`src/rtl/ifu_thrsched_pkg.sv`:
```
// Shared types and helpers for the IFU thread switch scheduler.
package ifu_thrsched_pkg;

  typedef enum logic [1:0] {
    IDLE   = 2'b00,
    SWITCH = 2'b01,
    RUN    = 2'b10,
    DRAIN  = 2'b11
  } thr_state_e;

  localparam int unsigned QCW = 8;

  // Width of an encoded thread index; at least one bit.
  function automatic int unsigned thr_w(input int unsigned n);
    if (n <= 2) return 1;
    return 32'($clog2(n));
  endfunction

endpackage

```
`src/rtl/sparc_ifu_thrsched_rrpick.sv`:
```
// Two-level round-robin picker: ready threads first, speculative-ready only as fallback.
module sparc_ifu_thrsched_rrpick
  import ifu_thrsched_pkg::*;
#(
  parameter  int unsigned NTHR = 4,
  localparam int unsigned TW   = thr_w(NTHR)
) (
  input  logic [NTHR-1:0] rdy,
  input  logic [NTHR-1:0] spec,
  input  logic [TW-1:0]   ptr,
  output logic [TW-1:0]   win_c,
  output logic            found_c
);

  logic          rdy_hit;
  logic          spec_hit;
  logic [TW-1:0] rdy_idx;
  logic [TW-1:0] spec_idx;

  // Scan from ptr+1 upward, wrapping, keeping the first hit at each level.
  always_comb begin
    rdy_hit  = 1'b0;
    spec_hit = 1'b0;
    rdy_idx  = '0;
    spec_idx = '0;
    for (int unsigned i = 1; i <= NTHR; i++) begin
      if (!rdy_hit && rdy[TW'((32'(ptr) + i) % NTHR)]) begin
        rdy_hit = 1'b1;
        rdy_idx = TW'((32'(ptr) + i) % NTHR);
      end
      if (!spec_hit && spec[TW'((32'(ptr) + i) % NTHR)]) begin
        spec_hit = 1'b1;
        spec_idx = TW'((32'(ptr) + i) % NTHR);
      end
    end
  end

  assign win_c   = rdy_hit ? rdy_idx : spec_idx;
  assign found_c = rdy_hit | spec_hit;

endmodule

```
`src/rtl/sparc_ifu_thrsched.sv`:
```
// Per-core IFU thread switch scheduler: picks a thread, pulses schedule, enforces a run quantum.
module sparc_ifu_thrsched
  import ifu_thrsched_pkg::*;
#(
  parameter  int unsigned NTHR    = 4,
  parameter  int unsigned QUANTUM = 8,
  localparam int unsigned TW      = thr_w(NTHR)
) (
  input  logic            clk,
  input  logic            arst_l,
  input  logic [NTHR-1:0] thr_rdy,
  input  logic [NTHR-1:0] thr_spec_rdy,
  input  logic [NTHR-1:0] thr_run,
  input  logic            hold,
  input  logic            force_sw,
  output logic [NTHR-1:0] schedule,
  output logic            switch_out,
  output logic [TW-1:0]   cur_thr,
  output logic            cur_vld
);

  localparam logic [QCW-1:0] QMAX = QCW'(QUANTUM - 1);

  thr_state_e      state_q, state_d;
  logic [QCW-1:0]  qcnt_q, qcnt_d;
  logic [TW-1:0]   ptr_q, ptr_d;
  logic [NTHR-1:0] schedule_q, schedule_d;
  logic            switch_out_q, switch_out_d;
  logic [TW-1:0]   cur_thr_q, cur_thr_d;
  logic            cur_vld_q, cur_vld_d;

  logic [NTHR-1:0] cand;
  logic [TW-1:0]   win_c;
  logic            found_c;
  logic            other_c;
  logic            sched_c;
  logic            swout_c;

  assign cand    = thr_rdy | thr_spec_rdy;
  assign other_c = |(cand & ~(NTHR'(1) << cur_thr_q));

  sparc_ifu_thrsched_rrpick #(.NTHR(NTHR)) u_rrpick (
    .rdy     (thr_rdy),
    .spec    (thr_spec_rdy),
    .ptr     (ptr_q),
    .win_c   (win_c),
    .found_c (found_c)
  );

  // State and output registers.
  always_ff @(posedge clk or negedge arst_l) begin
    if (!arst_l) begin
      state_q      <= IDLE;
      qcnt_q       <= '0;
      ptr_q        <= TW'(NTHR - 1);
      schedule_q   <= '0;
      switch_out_q <= 1'b0;
      cur_thr_q    <= '0;
      cur_vld_q    <= 1'b0;
    end else begin
      state_q      <= state_d;
      qcnt_q       <= qcnt_d;
      ptr_q        <= ptr_d;
      schedule_q   <= schedule_d;
      switch_out_q <= switch_out_d;
      cur_thr_q    <= cur_thr_d;
      cur_vld_q    <= cur_vld_d;
    end
  end

  // Next state; self-exit (run drop) outranks force_sw and quantum expiry.
  always_comb begin
    state_d = state_q;
    sched_c = 1'b0;
    swout_c = 1'b0;
    case (state_q)
      IDLE: begin
        if (found_c && !hold) begin
          state_d = SWITCH;
          sched_c = 1'b1;
        end
      end
      SWITCH: begin
        if (thr_run[cur_thr_q])      state_d = RUN;
        else if (!cand[cur_thr_q])   state_d = IDLE;
      end
      RUN: begin
        if (!thr_run[cur_thr_q]) begin
          state_d = IDLE;
        end else if (!hold && (force_sw || (qcnt_q == QMAX && other_c))) begin
          state_d = DRAIN;
          swout_c = 1'b1;
        end
      end
      DRAIN: begin
        if (!thr_run[cur_thr_q]) state_d = IDLE;
      end
      default: state_d = IDLE;
    endcase
  end

  // Output, pointer and quantum counter next values.
  always_comb begin
    schedule_d   = '0;
    switch_out_d = swout_c;
    cur_thr_d    = cur_thr_q;
    ptr_d        = ptr_q;
    cur_vld_d    = (state_d != IDLE);
    qcnt_d       = '0;
    if (sched_c) begin
      schedule_d = NTHR'(1) << win_c;
      cur_thr_d  = win_c;
      ptr_d      = win_c;
    end
    if (state_q == RUN) begin
      qcnt_d = (qcnt_q == QMAX) ? qcnt_q : qcnt_q + QCW'(1);
    end
  end

  assign schedule   = schedule_q;
  assign switch_out = switch_out_q;
  assign cur_thr    = cur_thr_q;
  assign cur_vld    = cur_vld_q;

  a_run_onehot: assert property (@(posedge clk) disable iff (!arst_l) $onehot0(thr_run))
    else $error("thr_run has more than one bit set: %b", thr_run);

endmodule

```
`config.mk`:
```
export PLATFORM = sky130hd
export DESIGN_NAME = sparc_ifu_thrsched
export DESIGN_NICKNAME = d
export VERILOG_FILES = /design/src/rtl/ifu_thrsched_pkg.sv /design/src/rtl/sparc_ifu_thrsched_rrpick.sv /design/src/rtl/sparc_ifu_thrsched.sv
export SDC_FILE = /design/constraint.sdc
export NUM_CORES = 1
export LEC_CHECK = 0
export CAP_MARGIN = 20
export CORE_MARGIN = 2
export CORE_UTILIZATION = 40
export CTS_BUF_LIST = sky130_fd_sc_hd__clkbuf_2 sky130_fd_sc_hd__clkbuf_4 sky130_fd_sc_hd__clkbuf_8
export CTS_CLUSTER_DIAMETER = 150
export DETAILED_ROUTE_END_ITERATION = 12
export HOLD_SLACK_MARGIN = 0.06
export PLACE_DENSITY = 0.67
export SYNTH_ARGS = -nofsm -noshare
export SYNTH_HDL_FRONTEND = slang
export SYNTH_SLANG_ARGS = --single-unit
export TNS_END_PERCENT = 1
```
`constraint.sdc`:
```
create_clock -name clk -period 2 [get_ports clk]
set_input_delay 0.6 -clock clk [delete_from_list [all_inputs] [get_ports clk]]
set_output_delay 0.6 -clock clk [all_outputs]
set_load 0.005 [all_outputs]
```
==> results by group <==
Clock network
  • TritonCTS Sinks: 20
  • CTS root buf: clkbuf_4
  • Clk slew on worst S/H paths: 100 ps
  • CTS Buffer Depth: 2
  • Post-CTS Setup Inserts: 0
  • TritonCTS clock tree: yes
  • H-tree Lvls: 1
  • CTS buffer count: 3
  • Worst-Skew Late Latency: 300 ps
  • Hold_buf cts: 0

Critical path
  • Startpoint Class: input port
  • WP buf/inv: 2
  • CP max stage delay: between 500 and 600 ps
  • CP Max Fanout: 5
  • Endpoint class of the critical path: register
  • CP top delay family: buffers and inverters
  • Worst Path Arrival: approximately 2300 ps
  • Critical path cell sequence: clkdlybuf4s50_1 -> buf_4 -> nor2_1 -> a21oi_1 -> o22ai_1 -> or4_4 -> o221ai_2
  • Critical path required time: 2220 ps
  • Setup CP Type: input port to register
  • Slowest CP cell: or4_4

Pwr
  • Cell Pwr Density: 938.2 nW/um^2
  • LEAKAGE: about 0.76 nW
  • Tot Pwr: 1.609 mW
  • Worst vdd ir: 0.7481 mV

Cells and area
  • Nets: about 190
  • Ant. Diodes: 0
  • Most common cell after layout, fill and taps aside: buf_4
  • Share of post-route cells with drive strength above 1: between 20% and 30%
  • Commonest cells after routing, fill and taps aside: buf_4 (23), clkdlybuf4s50_1 (18), dfrtp_1 (17), nor2_1 (16), nor3_1 (8)
  • Area Overhead vs Synth: 41.20%

STA
  • Final clock skew: 6.097 ps
  • Fmax: 489.9 MHz
  • Final worst setup slack: -41.22 ps
  • Fin. Hold Viols: 0
  • Tmin final: around 2000 ps
  • Period utilisation layout: 102.1%
  • Final setup viols: 2
  • Max-slew violation count: 0
  • Unrepaired setup endpoints after global routing: true
  • Tightest Pin Transition: 444.1 ps
  • Slew HR: 70.08%

Global routing
  • Routing usage on met2: 31.43%
  • Met1 Use GR: 22.22%
  • GR Overflow Total: 0
  • Pin count of the biggest net entering global routing: 21
  • Initial antenna violation count: 0
  • First-pass GRT wire length: 4712 microns
  • Grt met3 use: around 3.3%
  • Top Usage Layer GRT: met2
  • GRT Util Overall: 17.53%
  • Vias in the first global route: 1,078

Logic synthesis
  • Ys async rst share: 100.0%
  • Post-Syn Instances: 129
  • Syn_nets: between 100 and 150
  • Mapped Area: 1215 sq um
  • Yosys cell types: 38
  • Sequential fraction of the synthesis area: between 40 and 50%
  • Dominant synthesized flop cell: dfrtp_1
  • #FFs+latches synth: 20
  • Number of enable flip-flop cells after synthesis: 0
  • Syn Area/Cell: 9.418 sq um
  • Warnings, synthesis: 0

Outcome
  • Failing checks: setup timing
  • Status: complete, but fails checks

Placed design
  • Worst slack at placement: -682.0 ps
  • Input/output buffers: 23
  • Gp weighted congestion: about 0.8
  • DPL Wire Length: between 2000 and 2500 microns

Drt
  • Drc violations: 0
  • DR vias: 1,087
  • Vias per cell: 5.302
  • DRT antenna net count: 0
  • Routed len/inst: 13.31 microns
  • Drt pass-1 iters: 4
  • Drt total wl: 2729 microns
  • Initial DRC count: 39

Floorplanning
  • Die width: 59.11 microns
  • IO Pins: 24
  • Die H: 59.11 microns
  • Num rows: 19
  • Core box area: 2829 sq um
  • Initial Utilization: between 40% and 50%
  • Die area: 3494 sq um

Hold path
  • Worst min path class: register to register

Run
  • Max Cap Viol: 0
logic make-up (layout without fill, tap and decap cells):
kind of cell,after synthesis,after routing,share of synthesized area (%)
AND/OR/NAND/NOR,56,56,25.03
AO/OA/AOI/OAI,26,26,13.90
flip-flops,20,20,41.40
multiplexers,9,9,10.81
buffers and inverters,11,56,3.501
XOR/XNOR,6,6,4.325
adder cells (fa/ha/maj),1,1,1.030
worst register-to-register path: stages, from the launching register on:
cell      delay (ps)
dfstp_2          550
mux2_4           290
or4_4            430
a21oi_4          140
nand2b_4         170
mux2_4           300
final cells by class:
cell class / count / area (sq um)
inverters: 6 / 22.52
multi-input cells: 98 / 719.4
flip-flops and latches: 20 / 504.2
clock buffers: 4 / 30.03
repair buffers: 46 / 400.4
fillers: 238 / 1114
well taps: 31 / 38.79
sequential cells by signal, summed over array words and instances, names as in the netlist:
| signal | cells |
|---|---|
| cur_vld | 1 |
| state_q | 2 |
| ptr_q | 2 |
| qcnt_q | 8 |
| schedule | 4 |
| switch_out | 1 |
| cur_thr | 2 |
through the flow:
| step | cell area (sq um) | TNS [ps] | hold slack (ps) | util (%) | instances |
|---|---|---|---|---|---|
| global placement | 1637 | -4725 | 515.4 | 57.85 | 201 |
| detailed placement | 1637 | -5603 | 539.0 | 57.85 | 201 |
| finish | 1715 | -44.08 | 557.7 | 60.64 | 205 |
| CTS | 1684 | 0 | 563.7 | 59.53 | 205 |
| global route | 1715 | -121.7 | 587.4 | 60.64 | 205 |
| floorplan | 1241 | -392.2 | 304.4 | - | 129 |
metal layers:
layer | part of all wire (%) | vias up | routed length (microns)
li1 | - | 556 | -
met1 | 46 | 512 | 1245
met2 | 51 | 17 | 1402
met3 | 2.6 | 2 | 70
met4 | 0.37 | 0 | 10
met5 | 0 | - | 0
final timing paths:
check | slack [ps] | endpoint | cells after the start | start
min in group asynchronous | 620 | state_q[0]$_DFF_PN0_ | 2 | arst_l
setup / recovery | -40 | state_q[0]$_DFF_PN0_ | 7 | thr_rdy[1]
hold reg to reg | 560 | state_q[1]$_DFF_PN0_ | 1 | state_q[0]$_DFF_PN0_
max in group asynchronous | 1110 | ptr_q[0]$_DFFE_PN1P_ | 2 | arst_l
hold / removal | 560 | state_q[1]$_DFF_PN0_ | 1 | state_q[0]$_DFF_PN0_
setup reg to reg | 10 | cur_thr[1]$_DFFE_PN0P_ | 5 | ptr_q[1]$_DFFE_PN1P_
what timing repair did:
item                       CTS  global route
gates resized for setup     10            10
pin swaps                    1             2
setup endpoints to repair   11             9
power breakdown:
| group | total (mW) | internal, mW | switching (mW) |
|---|---|---|---|
| clock network | 0.204 | 0.0913 | 0.113 |
| logic | 0.786 | 0.441 | 0.345 |
| registers | 0.619 | 0.518 | 0.101 |
synth_stat cells (3+ instances only):
cell type  instances  area share [%]
nor2_1            16             4.9
nor2b_1            3             1.5
nand2_1            7             2.2
nand3_1            5             2.1
nor3_1             8             3.3
o21ai_0            7             2.9
xor2_1             5             3.6
mux4_2             3             5.6
clkbuf_1           4             1.2
nand2b_1           4             2.1
o22ai_1            3             1.5
a21oi_1            6             2.5
mux2i_1            3             2.5
mux2_2             3             2.8
dfrtp_1           18              37
inv_1              6             1.9
(Power assumes the default switching activity.)
